$ cat src/rtl/reg_file_pkg.sv
// Shared types and helpers for the parametrised multi-port register file.
// Used by reg_file_mp and its clear controller.
package reg_file_pkg;

  typedef enum logic [0:0] {
    RF_CLEAR = 1'b0,
    RF_READY = 1'b1
  } rf_state_e;

  localparam int RF_DATA_WIDTH_DEF = 32;
  localparam int RF_ADDR_WIDTH_DEF = 5;

  // Bit offset of port 'port' inside a packed bus of 'width'-bit fields.
  function automatic int field_lsb(input int port, input int width);
    return port * width;
  endfunction

endpackage

$ cat src/rtl/rf_clear_ctrl.sv
// Clear sequencer: walks every entry writing zero after reset or a clear
// request, then reports ready; flags writes that arrive while not accepting.
module rf_clear_ctrl
  import reg_file_pkg::*;
#(
  parameter int ADDR_WIDTH = RF_ADDR_WIDTH_DEF
) (
  input  logic                  clk,
  input  logic                  reset,
  input  logic                  clr_req,
  input  logic                  wr_en,
  output logic                  clr_we,
  output logic [ADDR_WIDTH-1:0] clr_addr,
  output logic                  ready,
  output logic                  wr_ignored
);

  localparam logic [ADDR_WIDTH-1:0] LAST_ADDR = {ADDR_WIDTH{1'b1}};

  rf_state_e             state_r;
  logic [ADDR_WIDTH-1:0] cnt_r;
  logic                  wr_ignored_r;

  // Sequencer state, clear counter and dropped-write flag.
  always_ff @(posedge clk) begin
    if (reset) begin
      state_r      <= RF_CLEAR;
      cnt_r        <= {ADDR_WIDTH{1'b0}};
      wr_ignored_r <= 1'b0;
    end else begin
      case (state_r)
        RF_CLEAR: begin
          wr_ignored_r <= wr_en;
          if (cnt_r == LAST_ADDR) begin
            state_r <= RF_READY;
          end else begin
            cnt_r <= cnt_r + ADDR_WIDTH'(1);
          end
        end
        RF_READY: begin
          // A clear request wins over a same-cycle write.
          wr_ignored_r <= wr_en & clr_req;
          if (clr_req) begin
            state_r <= RF_CLEAR;
            cnt_r   <= {ADDR_WIDTH{1'b0}};
          end
        end
        default: begin
          state_r      <= RF_CLEAR;
          cnt_r        <= {ADDR_WIDTH{1'b0}};
          wr_ignored_r <= 1'b0;
        end
      endcase
    end
  end

  assign ready      = (state_r == RF_READY);
  assign clr_we     = (state_r == RF_CLEAR) & ~reset;
  assign clr_addr   = cnt_r;
  assign wr_ignored = wr_ignored_r;

endmodule

$ cat src/rtl/reg_file_mp.sv
// Parametrised 1W/NUM_RD-read register file with hardware clear and x0 tied to zero.
// Define RF_BYPASS_EN to forward same-cycle write data onto matching read ports.
module reg_file_mp
  import reg_file_pkg::*;
#(
  parameter int DATA_WIDTH = RF_DATA_WIDTH_DEF,
  parameter int ADDR_WIDTH = RF_ADDR_WIDTH_DEF,
  parameter int NUM_RD     = 2
) (
  input  logic                         clk,
  input  logic                         reset,
  input  logic                         clr_req,
  input  logic                         wr_en,
  input  logic [ADDR_WIDTH-1:0]        wr_addr,
  input  logic [DATA_WIDTH-1:0]        wr_data,
  input  logic [NUM_RD*ADDR_WIDTH-1:0] rd_addr,
  output logic [NUM_RD*DATA_WIDTH-1:0] rd_data,
  output logic                         ready,
  output logic                         wr_ignored
);

  localparam int                    DEPTH     = 2 ** ADDR_WIDTH;
  localparam logic [ADDR_WIDTH-1:0] ZERO_ADDR = {ADDR_WIDTH{1'b0}};

  logic [DATA_WIDTH-1:0] mem_r [DEPTH];
  logic                  clr_we_s;
  logic [ADDR_WIDTH-1:0] clr_addr_s;
  logic                  wr_fire_s;
  logic                  fwd_en_s;

  rf_clear_ctrl #(
    .ADDR_WIDTH(ADDR_WIDTH)
  ) u_clear_ctrl (
    .clk       (clk),
    .reset     (reset),
    .clr_req   (clr_req),
    .wr_en     (wr_en),
    .clr_we    (clr_we_s),
    .clr_addr  (clr_addr_s),
    .ready     (ready),
    .wr_ignored(wr_ignored)
  );

  assign wr_fire_s = ready & wr_en & ~clr_req & ~reset & (wr_addr != ZERO_ADDR);

`ifdef RF_BYPASS_EN
  assign fwd_en_s = ready & wr_en & (wr_addr != ZERO_ADDR);
`else
  assign fwd_en_s = 1'b0;
`endif

  // Array write port: the clear sequencer owns it while clearing.
  always_ff @(posedge clk) begin
    if (clr_we_s) begin
      mem_r[clr_addr_s] <= {DATA_WIDTH{1'b0}};
    end else if (wr_fire_s) begin
      mem_r[wr_addr] <= wr_data;
    end
  end

  for (genvar i = 0; i < NUM_RD; i++) begin : g_rd
    localparam int A_LSB = field_lsb(i, ADDR_WIDTH);
    localparam int D_LSB = field_lsb(i, DATA_WIDTH);

    logic [ADDR_WIDTH-1:0] addr_s;
    logic [DATA_WIDTH-1:0] data_s;

    assign addr_s = rd_addr[A_LSB +: ADDR_WIDTH];

    // Read mux: zero for x0 or while clearing, else forwarded or stored data.
    always_comb begin
      data_s = {DATA_WIDTH{1'b0}};
      if (!ready || addr_s == ZERO_ADDR) begin
        data_s = {DATA_WIDTH{1'b0}};
      end else if (fwd_en_s && addr_s == wr_addr) begin
        data_s = wr_data;
      end else begin
        data_s = mem_r[addr_s];
      end
    end

    assign rd_data[D_LSB +: DATA_WIDTH] = data_s;
  end

endmodule

$ cat config.mk
export PLATFORM = sky130hd
export DESIGN_NAME = reg_file_mp
export DESIGN_NICKNAME = d
export VERILOG_FILES = /design/src/rtl/reg_file_pkg.sv /design/src/rtl/rf_clear_ctrl.sv /design/src/rtl/reg_file_mp.sv
export SDC_FILE = /design/constraint.sdc
export NUM_CORES = 1
export LEC_CHECK = 0
export CAP_MARGIN = 25
export CORE_ASPECT_RATIO = 1.75
export CORE_MARGIN = 2
export CORE_UTILIZATION = 35
export CTS_CLUSTER_DIAMETER = 60
export DETAILED_ROUTE_END_ITERATION = 12
export PLACE_DENSITY = 0.53
export SYNTH_ARGS = -nofsm -noshare
export SYNTH_HDL_FRONTEND = slang
export SYNTH_SLANG_ARGS = --single-unit
$ cat constraint.sdc
create_clock -name clk -period 6.1 [get_ports clk]
set_input_delay 0.915 -clock clk [delete_from_list [all_inputs] [get_ports clk]]
set_output_delay 0.915 -clock clk [all_outputs]
set_load 0.05 [all_outputs]
Word level (Yosys, flattened, before mapping)
Memories as Yosys holds them, arrays and structs flattened.
Index checks and enable logic that the tools add are counted.
- $add $sub $neg: 1
- equal/unequal tests: 3
- muxes and demuxes: 17
- bitwise operators: 9
- reductions and logical operators: 8
- operators by type and width (kind ; number):
    two-way mux 32 bit ; 3
    OR reduction 32 bit ; 1
    two-way mux 5 bit ; 3
    logical NOT 5 bit ; 2
    one-hot mux 5 bit (2 select lines) ; 1
    two-way mux 1 bit ; 8
    bitwise AND 1 bit ; 6
    adder 5 x 1 -> 5 bit, second input constant ; 1
    equality test 5 bit, second input constant ; 1
    nonzero test 5 bit ; 1
    inequality test 2 bit, second input constant ; 2
    one-hot mux 1 bit (2 select lines) ; 2
    NOT 1 bit ; 3
    logical OR 1 bit ; 2
    AND reduction 2 bit ; 1
    logical NOT 1 bit ; 1
- register bits: 7
- memory bits (writable): 1024
- bits of input ports: 51
- output and inout bits: 66
- memories: 1
- memory list (name ; words ; bits a word ; read ports ; clocked after memory_dff ; wr ports ; line ; RTL):
    mem_r ; 32 ; 32 ; 2 ; 0 ; 1 ; reg_file_mp.sv:25 ; logic [DATA_WIDTH-1:0] mem_r [DEPTH];

Longest topological paths before layout
Gate-level depths: netlist of the first run.
- depth in word-level cells: 9
- gate-level depth with buffers: 8

Hierarchy
A second synthesis of the first run with hierarchy kept.
- cells, all modules: 2392
- area, all modules: 48013.5 um2
- modules (own cells, without submodules) (module ; times used ; cells each ; area each (um2)):
    reg_file_mp ; 1 ; 2353 ; 47670.7
    rf_clear_ctrl ; 1 ; 39 ; 342.8

Least setup slack after synthesis of the first run
Ideal clock, no wire load.
- path type: input port to flip-flop
- from: input port wr_addr[4]
- to: memory mem_r[0][0] (netlist name), enable pin
- library setup time: 0.461 ns
- arrival: 4.238 ns
- data required time: 5.639 ns
- setup slack: 1.401 ns
- stages: 4
- buffers on the path: 0
- cells stage by stage: or4_4 > o21a_4 > mux2_4 > nor3_1
- word-level cells in the longest chain between the ends: 7
- ends and longest elaborated chain (what ; line ; RTL):
    from (decl) ; reg_file_mp.sv:14 ; input logic [ADDR_WIDTH-1:0] wr_addr,
    nonzero test 5 bit ; reg_file_mp.sv:44 ; assign wr_fire_s = ready & wr_en & ~clr_req & ~reset & (wr_addr != ZERO_ADDR);
    bitwise AND 1 bit ; reg_file_mp.sv:44 ;
    two-way mux 1 bit ; reg_file_mp.sv:56 ; end else if (wr_fire_s) begin
    two-way mux 1 bit ; reg_file_mp.sv:54 ; if (clr_we_s) begin
    two-way mux 1 bit (not written as such) ; reg_file_mp.sv:57 ; mem_r[wr_addr] <= wr_data;
    OR reduction 32 bit (no line) ; - ;
    two-way mux 5 bit (no line) or two-way mux 1 bit (tied branches) ; - ;
    to (decl) ; reg_file_mp.sv:25 ;
Parallel ways exist; a longest one is shown, timed or not.

Worst setup path after layout of the first run
- from: input port rd_addr[5]
- to: output port rd_data[50]
- word-level cells in the longest chain between the ends: 3
- ends and longest elaborated chain (what ; line ; RTL):
    from (decl) ; reg_file_mp.sv:16 ; input logic [NUM_RD*ADDR_WIDTH-1:0] rd_addr,
    parallel branches: the longest is 2 deep, another holds memory read (32 x 32 bit) ; - ;
    two-way mux 32 bit (*) ; reg_file_mp.sv:73 ; if (!ready || addr_s == ZERO_ADDR) begin
    to (decl) ; reg_file_mp.sv:17 ; output logic [NUM_RD*DATA_WIDTH-1:0] rd_data,
Mark *: on every way between the ends.

==> qor.txt, run 1 <==
====================================================================================
Outcome                                                                 finished clean
Setup repair after global routing missed its margin                            false
Peak VDD IR                                                                   214 µV
Fraction of final layout cells sized beyond drive strength 1                   21.1%
# resized after CTS                                                                0
Final net count                                                                 3121
Worst min path class                                                      reg -> reg
Routed len/inst                                                              35.9 µm
Signed area change from the synthesized netlist to the final layout            16.2%
Number of standard-cell rows in the floorplan                                    180
Final worst path period need                                                 5150 ps
Total power per unit cell area                                            267 mW/mm²
Antenna Violating Nets Remaining                                                   0
Cell Area, Placed                                                         0.0525 mm²
Highest clock rate                                                           194 MHz
Pins over their slew limit                                                         0
Wire length of the first global-routing pass                               246000 µm
Static Leakage                                                               20.8 nW
Setup TNS after final layout                                                    0 ps
Top post-synthesis cells by count                                       1024 x sky130_fd_sc_hd__edfxtp_1, 521 x sky130_fd_sc_hd__mux2i_1, 252 x sky130_fd_sc_hd__mux4_2
Proportion of synthesized chip area in sequential cells                        63.9%
Proportion of synthesized flip-flops having asynchronous set or reset             0%
H-tree levels                                                                      3
Avg Cell Area, Syn                                                          16.5 µm²
Synthesis-stage register bit count                                              1031
Overall routed net length                                                  179000 µm
Placeable core region                                                      0.137 mm²
Largest area contributor in the netlist                                 sky130_fd_sc_hd__edfxtp_1
Count of distinct cell types in the synthesized netlist                           57
Number of synthesized flops with an enable pin                                  1024
Worst r2r src                                                           u_clear_ctrl.ready
DRC viols                                                                          0
Most frequent cell after synthesis                                      sky130_fd_sc_hd__edfxtp_1
CTS tree                                                                         yes
Number of vias in the routed layout                                            30900
Antenna violations before repair                                                   5
Min setup slack post-route                                                    945 ps
Overall power after layout                                                   15.0 mW
Final RePlAce weighted congestion                                              0.852
Post-CTS setup-driven buffer insertion count                                       0
# setup viols final                                                                0
Die area                                                                   0.141 mm²
Portion of synthesized cell area occupied by the leading cell type             63.6%
Start point of the critical path                                          rd_addr[5]
Length of the first detailed-routing pass in iterations                            7
Clock insertion delay at the later pin of the skew report                     720 ps
Dpl cells                                                                       4777
Post-route cell area                                                      0.0561 mm²
Die width                                                                     285 µm
Warnings, synthesis                                                                0
Final non-filler cell total                                                     4969
IO Pins                                                                          117
Pin count of the biggest net entering global routing                              95
Detail Placement HPWL                                                      111000 µm
Max-cap viol count                                                                 0
Total clock buffers created by CTS                                                96
Final Hold Fails                                                                   0
Vertical die dimension                                                        496 µm
Initial DRC count                                                               2985
Worst-case clock buffer depth                                                      3
Max FO, Critical Path                                                             45
Clock root buffer master                                                sky130_fd_sc_hd__clkbuf_16
Worst Clk Skew                                                               30.9 ps
Total track usage                                                              25.0%
Average via count per standard cell                                             6.22
Worst-case setup slack after placement                                        942 ps
CTS sink count                                                                  1031
Prevailing post-synth register cell                                     sky130_fd_sc_hd__edfxtp_1
Share of the cycle needed by the critical path after routing                   84.5%
Clock slew seen by the registers of the worst setup and hold paths             60 ps
Transition time of the tightest slew-check pin                               1070 ps
Effective utilization at floorplan                                             35.2%
Vias in the first global route                                                 32200
Post-Syn Instances                                                              2927
Count of fill cells added during filler insertion                              12400
Top area cells in the synthesized netlist                               sky130_fd_sc_hd__edfxtp_1 64%, sky130_fd_sc_hd__mux4_2 12%, sky130_fd_sc_hd__mux2i_1 11%
CP Data Arrival Time                                                         4240 ps
Grt total ovfl                                                                     0
Number of buffers inserted for hold repair after clock tree synthesis              0
Worst Setup End Kind                                                     output port
Source of the worst hold timing path                                    u_clear_ctrl.clr_addr[4]
Remaining max-slew budget at the tightest pin                                  28.4%
Required @ worst endpoint                                                    5180 ps
Nets in the synthesized netlist                                                 2980
Critical Setup Path Class                                                  in -> out
Total standard cell area after synthesis                                  0.0483 mm²
Category of the worst setup path launch point                             input port
Number of I/O port buffers                                                       116
====================================================================================
==> placed cells by master, fill, tap and decap left out, types with 6 or more instances in the layout <==
cell type and instances:
sky130_fd_sc_hd__a21oi_1 69, sky130_fd_sc_hd__a22o_1 57, sky130_fd_sc_hd__a22oi_1 203, sky130_fd_sc_hd__a31oi_1 59, sky130_fd_sc_hd__a32oi_1 11, sky130_fd_sc_hd__and2_1 34, sky130_fd_sc_hd__buf_12 22, sky130_fd_sc_hd__buf_16 13
sky130_fd_sc_hd__buf_4 146, sky130_fd_sc_hd__buf_8 10, sky130_fd_sc_hd__bufinv_16 13, sky130_fd_sc_hd__clkbuf_1 9, sky130_fd_sc_hd__clkbuf_16 102, sky130_fd_sc_hd__clkdlybuf4s50_1 85, sky130_fd_sc_hd__clkinv_1 20, sky130_fd_sc_hd__clkinv_2 14
sky130_fd_sc_hd__clkinvlp_4 12, sky130_fd_sc_hd__dfxtp_1 7, sky130_fd_sc_hd__edfxtp_1 1024, sky130_fd_sc_hd__inv_1 6, sky130_fd_sc_hd__mux2i_1 521, sky130_fd_sc_hd__mux4_2 252, sky130_fd_sc_hd__nand2_1 108, sky130_fd_sc_hd__nand3_1 149
sky130_fd_sc_hd__nand4_1 64, sky130_fd_sc_hd__nor2_1 13, sky130_fd_sc_hd__nor2_4 27, sky130_fd_sc_hd__nor2b_4 8, sky130_fd_sc_hd__nor3_2 8
==> cell type report <==
cell class / count / area [µm²] / area share, %
timing repair buffer: 280 / 2970 / 5.30
antenna: 1 / 2.50 / 0.00446
clock buffer: 109 / 2540 / 4.52
multi-input combinational: 1653 / 16700 / 29.8
sequential: 1031 / 30900 / 55.0
tap: 1820 / 2280 / 4.06
clock inverter: 69 / 723 / 1.29
inverter: 6 / 22.5 / 0.0401
==> report_power, final <==
group,switching (mW),leakage (nW),internal (mW)
Sequential,0.0178,11.4,7.71
Combinational,0.555,7.77,0.332
Clock,2.80,1.56,3.55
==> metrics by stage <==
step / util, % / hold WS, ps
final: 40.9 / 597
after CTS: 40.6 / 577
after detailed placement: 38.2 / 568
after floorplan: - / 514
after global placement: 38.1 / 556
after global routing: 40.9 / 631
==> routing by layer <==
metal  global-route usage (%)  share of wire (%)
met2                     44.3                 51
met4                     14.2                6.4
met1                     28.8                 36
met3                     3.80                6.5
met5                        0                  0
==> path summary, 6_finish.rpt <==
kind,end,depth (start not counted),slack [ps]
worst max-delay path,rd_data[50],7,950
worst min-delay path,u_clear_ctrl.clr_addr[4],2,600
worst max register to register,mem_r[1][9],6,2290
worst min register to register,u_clear_ctrl.clr_addr[4],2,600
==> critical path, cell delays in order <==
cell	delay, ps
sky130_fd_sc_hd__clkbuf_8	510
sky130_fd_sc_hd__nor2_4	280
sky130_fd_sc_hd__nor2_4	670
sky130_fd_sc_hd__buf_4	400
sky130_fd_sc_hd__nand3_1	240
sky130_fd_sc_hd__nand4_1	240
sky130_fd_sc_hd__clkdlybuf4s50_1	840
==> registers in the layout (all words and copies together), names as in the netlist <==
register,flops
mem_r,1024
u_clear_ctrl.wr_ignored,1
u_clear_ctrl.ready,1
u_clear_ctrl.clr_addr,5
==> kinds of logic (layout without fill, tap and decap cells) <==
group	count (synthesis)	after routing	share of synthesized area, %
AOI/OAI and AO/OA	420	420	6.20
adders and majority gates	2	2	0.0518
buffers and inverters	243	464	2.38
DFF	1031	1031	63.9
muxes	775	775	22.6
other	0	1	0
and+or+nand+nor	456	456	4.87
Power figures use the tool's default switching activity.
==> run 2, diff against run 1 <==
Clock period 6.1 ns to 5.3 ns, I/O delays scaled along.
==> run 2 against run 1 <==
Effect of this change: worst setup slack worse by 540 ps; highest routed layer unchanged; critical path type is now reg -> out; critical path depth is 2 lower; power is 13% higher; wire length is 1.3% higher.
==> qor.txt, run 2 (synthesized netlist as in run 1, its figures left out) <==
====================================================================================
CP Data Arrival Time                                                         4100 ps   -140 ps
Final net count                                                                 3122   +0.032%
Total clock buffers created by CTS                                                93   -3.1%
Worst Clk Skew                                                               18.2 ps   -12.7 ps
Placeable core region                                                      0.137 mm²   unchanged
Number of buffers inserted for hold repair after clock tree synthesis              0   unchanged
H-tree levels                                                                      3   unchanged
Worst r2r src                                                           u_clear_ctrl.ready
Number of I/O port buffers                                                       116   unchanged
Vertical die dimension                                                        496 µm   unchanged
Share of the cycle needed by the critical path after routing                   92.4%
Final worst path period need                                                 4900 ps
Setup TNS after final layout                                                    0 ps   unchanged
Worst min path class                                                      reg -> reg
Worst-case clock buffer depth                                                      3   unchanged
Start point of the critical path                                        u_clear_ctrl.ready
Length of the first detailed-routing pass in iterations                            6   -1
Outcome                                                                 finished clean
Worst-case reg-to-reg path depth                                                   7   +1
Average via count per standard cell                                             6.26   +0.65%
WHS                                                                           636 ps   +39.0 ps
CTS tree                                                                         yes
Critical register-to-register path endpoint                             mem_r[14][18]
Clock root buffer master                                                sky130_fd_sc_hd__clkbuf_16
Number of flip-flops in the largest register                                    1024   unchanged
Highest clock rate                                                           204 MHz
Category of the worst setup path launch point                               register
Total track usage                                                              25.3%   +0.36 points
Setup repair after global routing missed its margin                            false
Initial DRC count                                                               3600   +21%
IO Pins                                                                          117   unchanged
Remaining max-slew budget at the tightest pin                                  26.0%   -2.5 points
Signed area change from the synthesized netlist to the final layout            16.9%
Vias in the first global route                                                 32300   +0.19%
Register name with the most flops                                              mem_r
Static Leakage                                                               20.9 nW   +0.68%
Routed len/inst                                                              36.4 µm   +1.3%
Detail Placement HPWL                                                      109000 µm   -1.9%
Effective utilization at floorplan                                             35.2%   unchanged
Final RePlAce weighted congestion                                              0.853   about the same
CTS sink count                                                                  1031   unchanged
Overall power after layout                                                   16.9 mW   +13%
Number of vias in the routed layout                                            31100   +0.67%
Overall routed net length                                                  181000 µm   +1.3%
Clock slew seen by the registers of the worst setup and hold paths             70 ps   about the same
Max-cap viol count                                                                 0   unchanged
Capture point of the worst path                                          rd_data[31]
Leading cell types in the layout, fill and taps excluded                1024 x sky130_fd_sc_hd__edfxtp_1, 521 x sky130_fd_sc_hd__mux2i_1, 252 x sky130_fd_sc_hd__mux4_2
Die area                                                                   0.141 mm²   unchanged
Dpl cells                                                                       4781   +0.084%
# setup viols final                                                                0   unchanged
Worst Setup End Kind                                                     output port
Die width                                                                     285 µm   unchanged
Commonest non-fill, non-tap cell in the layout                          sky130_fd_sc_hd__edfxtp_1
Worst setup slack for register-to-register paths                             1570 ps   -720 ps
Antenna violations before repair                                                   5   unchanged
Final non-filler cell total                                                     4970   +0.020%
Transition time of the tightest slew-check pin                               1110 ps   +35.7 ps
# resized after CTS                                                                0   unchanged
Post-CTS setup-driven buffer insertion count                                       0   unchanged
Required @ worst endpoint                                                    4510 ps   -670 ps
Wire length of the first global-routing pass                               249000 µm   +1.0%
DRC viols                                                                          0   unchanged
Fraction of final layout cells sized beyond drive strength 1                   22.1%   +1.0 points
Max FO, Critical Path                                                             16   -64%
Antenna Violating Nets Remaining                                                   0   unchanged
Pins over their slew limit                                                         0   unchanged
Peak VDD IR                                                                   278 µV   +30%
Final Hold Fails                                                                   0   unchanged
Critical Setup Path Class                                                 reg -> out
Grt total ovfl                                                                     0   unchanged
Total power per unit cell area                                            300 mW/mm²   +13%
Clock insertion delay at the later pin of the skew report                     710 ps   about the same
Pin count of the biggest net entering global routing                              81   -15%
Number of standard-cell rows in the floorplan                                    180   unchanged
====================================================================================
-- run 2: worst min-delay path by stage --
stage	start	end	slack, ps	depth (start not counted)
3_3_place_gp	u_clear_ctrl.clr_addr[3]	u_clear_ctrl.clr_addr[3]	550	2
3_5_place_dp	u_clear_ctrl.clr_addr[3]	u_clear_ctrl.clr_addr[3]	620	2
2_1_floorplan	u_clear_ctrl.clr_addr[3]	u_clear_ctrl.clr_addr[3]	510	2
4_1_cts	u_clear_ctrl.clr_addr[3]	u_clear_ctrl.clr_addr[3]	630	2
5_1_grt	u_clear_ctrl.clr_addr[3]	u_clear_ctrl.clr_addr[3]	650	2
6_report	u_clear_ctrl.clr_addr[3]	u_clear_ctrl.clr_addr[3]	640	2
-- run 2: area by class of cell --
type	instances	area [µm²]
antenna	4	10.0
multi-input combinational	1653	16700
timing repair buffer	284	3490
tap	1820	2280
inverter	6	22.5
clock inverter	64	637
clock buffer	108	2450
fill	12400	80900
sequential	1031	30900
-- run 2: power breakdown --
group	switching, mW	internal, mW
registers	0.0205	8.87
logic	0.649	0.388
clock network	3.15	3.86
-- run 2: critical path: stages, from the launching register on --
cell	delay [ps]
sky130_fd_sc_hd__dfxtp_1	900
sky130_fd_sc_hd__nor3b_4	1030
sky130_fd_sc_hd__a32o_1	330
sky130_fd_sc_hd__a31oi_1	60
sky130_fd_sc_hd__nand3_1	190
sky130_fd_sc_hd__clkdlybuf4s50_1	860
-- run 2: stage by stage --
stage / cell area [µm²] / setup WS [ps] / util (%)
6_report: 56500 / 400 / 41.1
4_1_cts: 56100 / 458 / 40.9
3_3_place_gp: 53000 / 659 / 38.5
2_1_floorplan: 48300 / 721 / -
3_5_place_dp: 53100 / 730 / 38.6
5_1_grt: 56500 / 400 / 41.1
-- run 2: metal layers --
layer	vias to the layer above	track usage, %	wire (µm)
met3	518	4.87	14700
met2	1729	44.2	91500
met5	-	0	0
met4	0	14.2	11500
li1	12400	-	-
met1	16400	29.2	63300
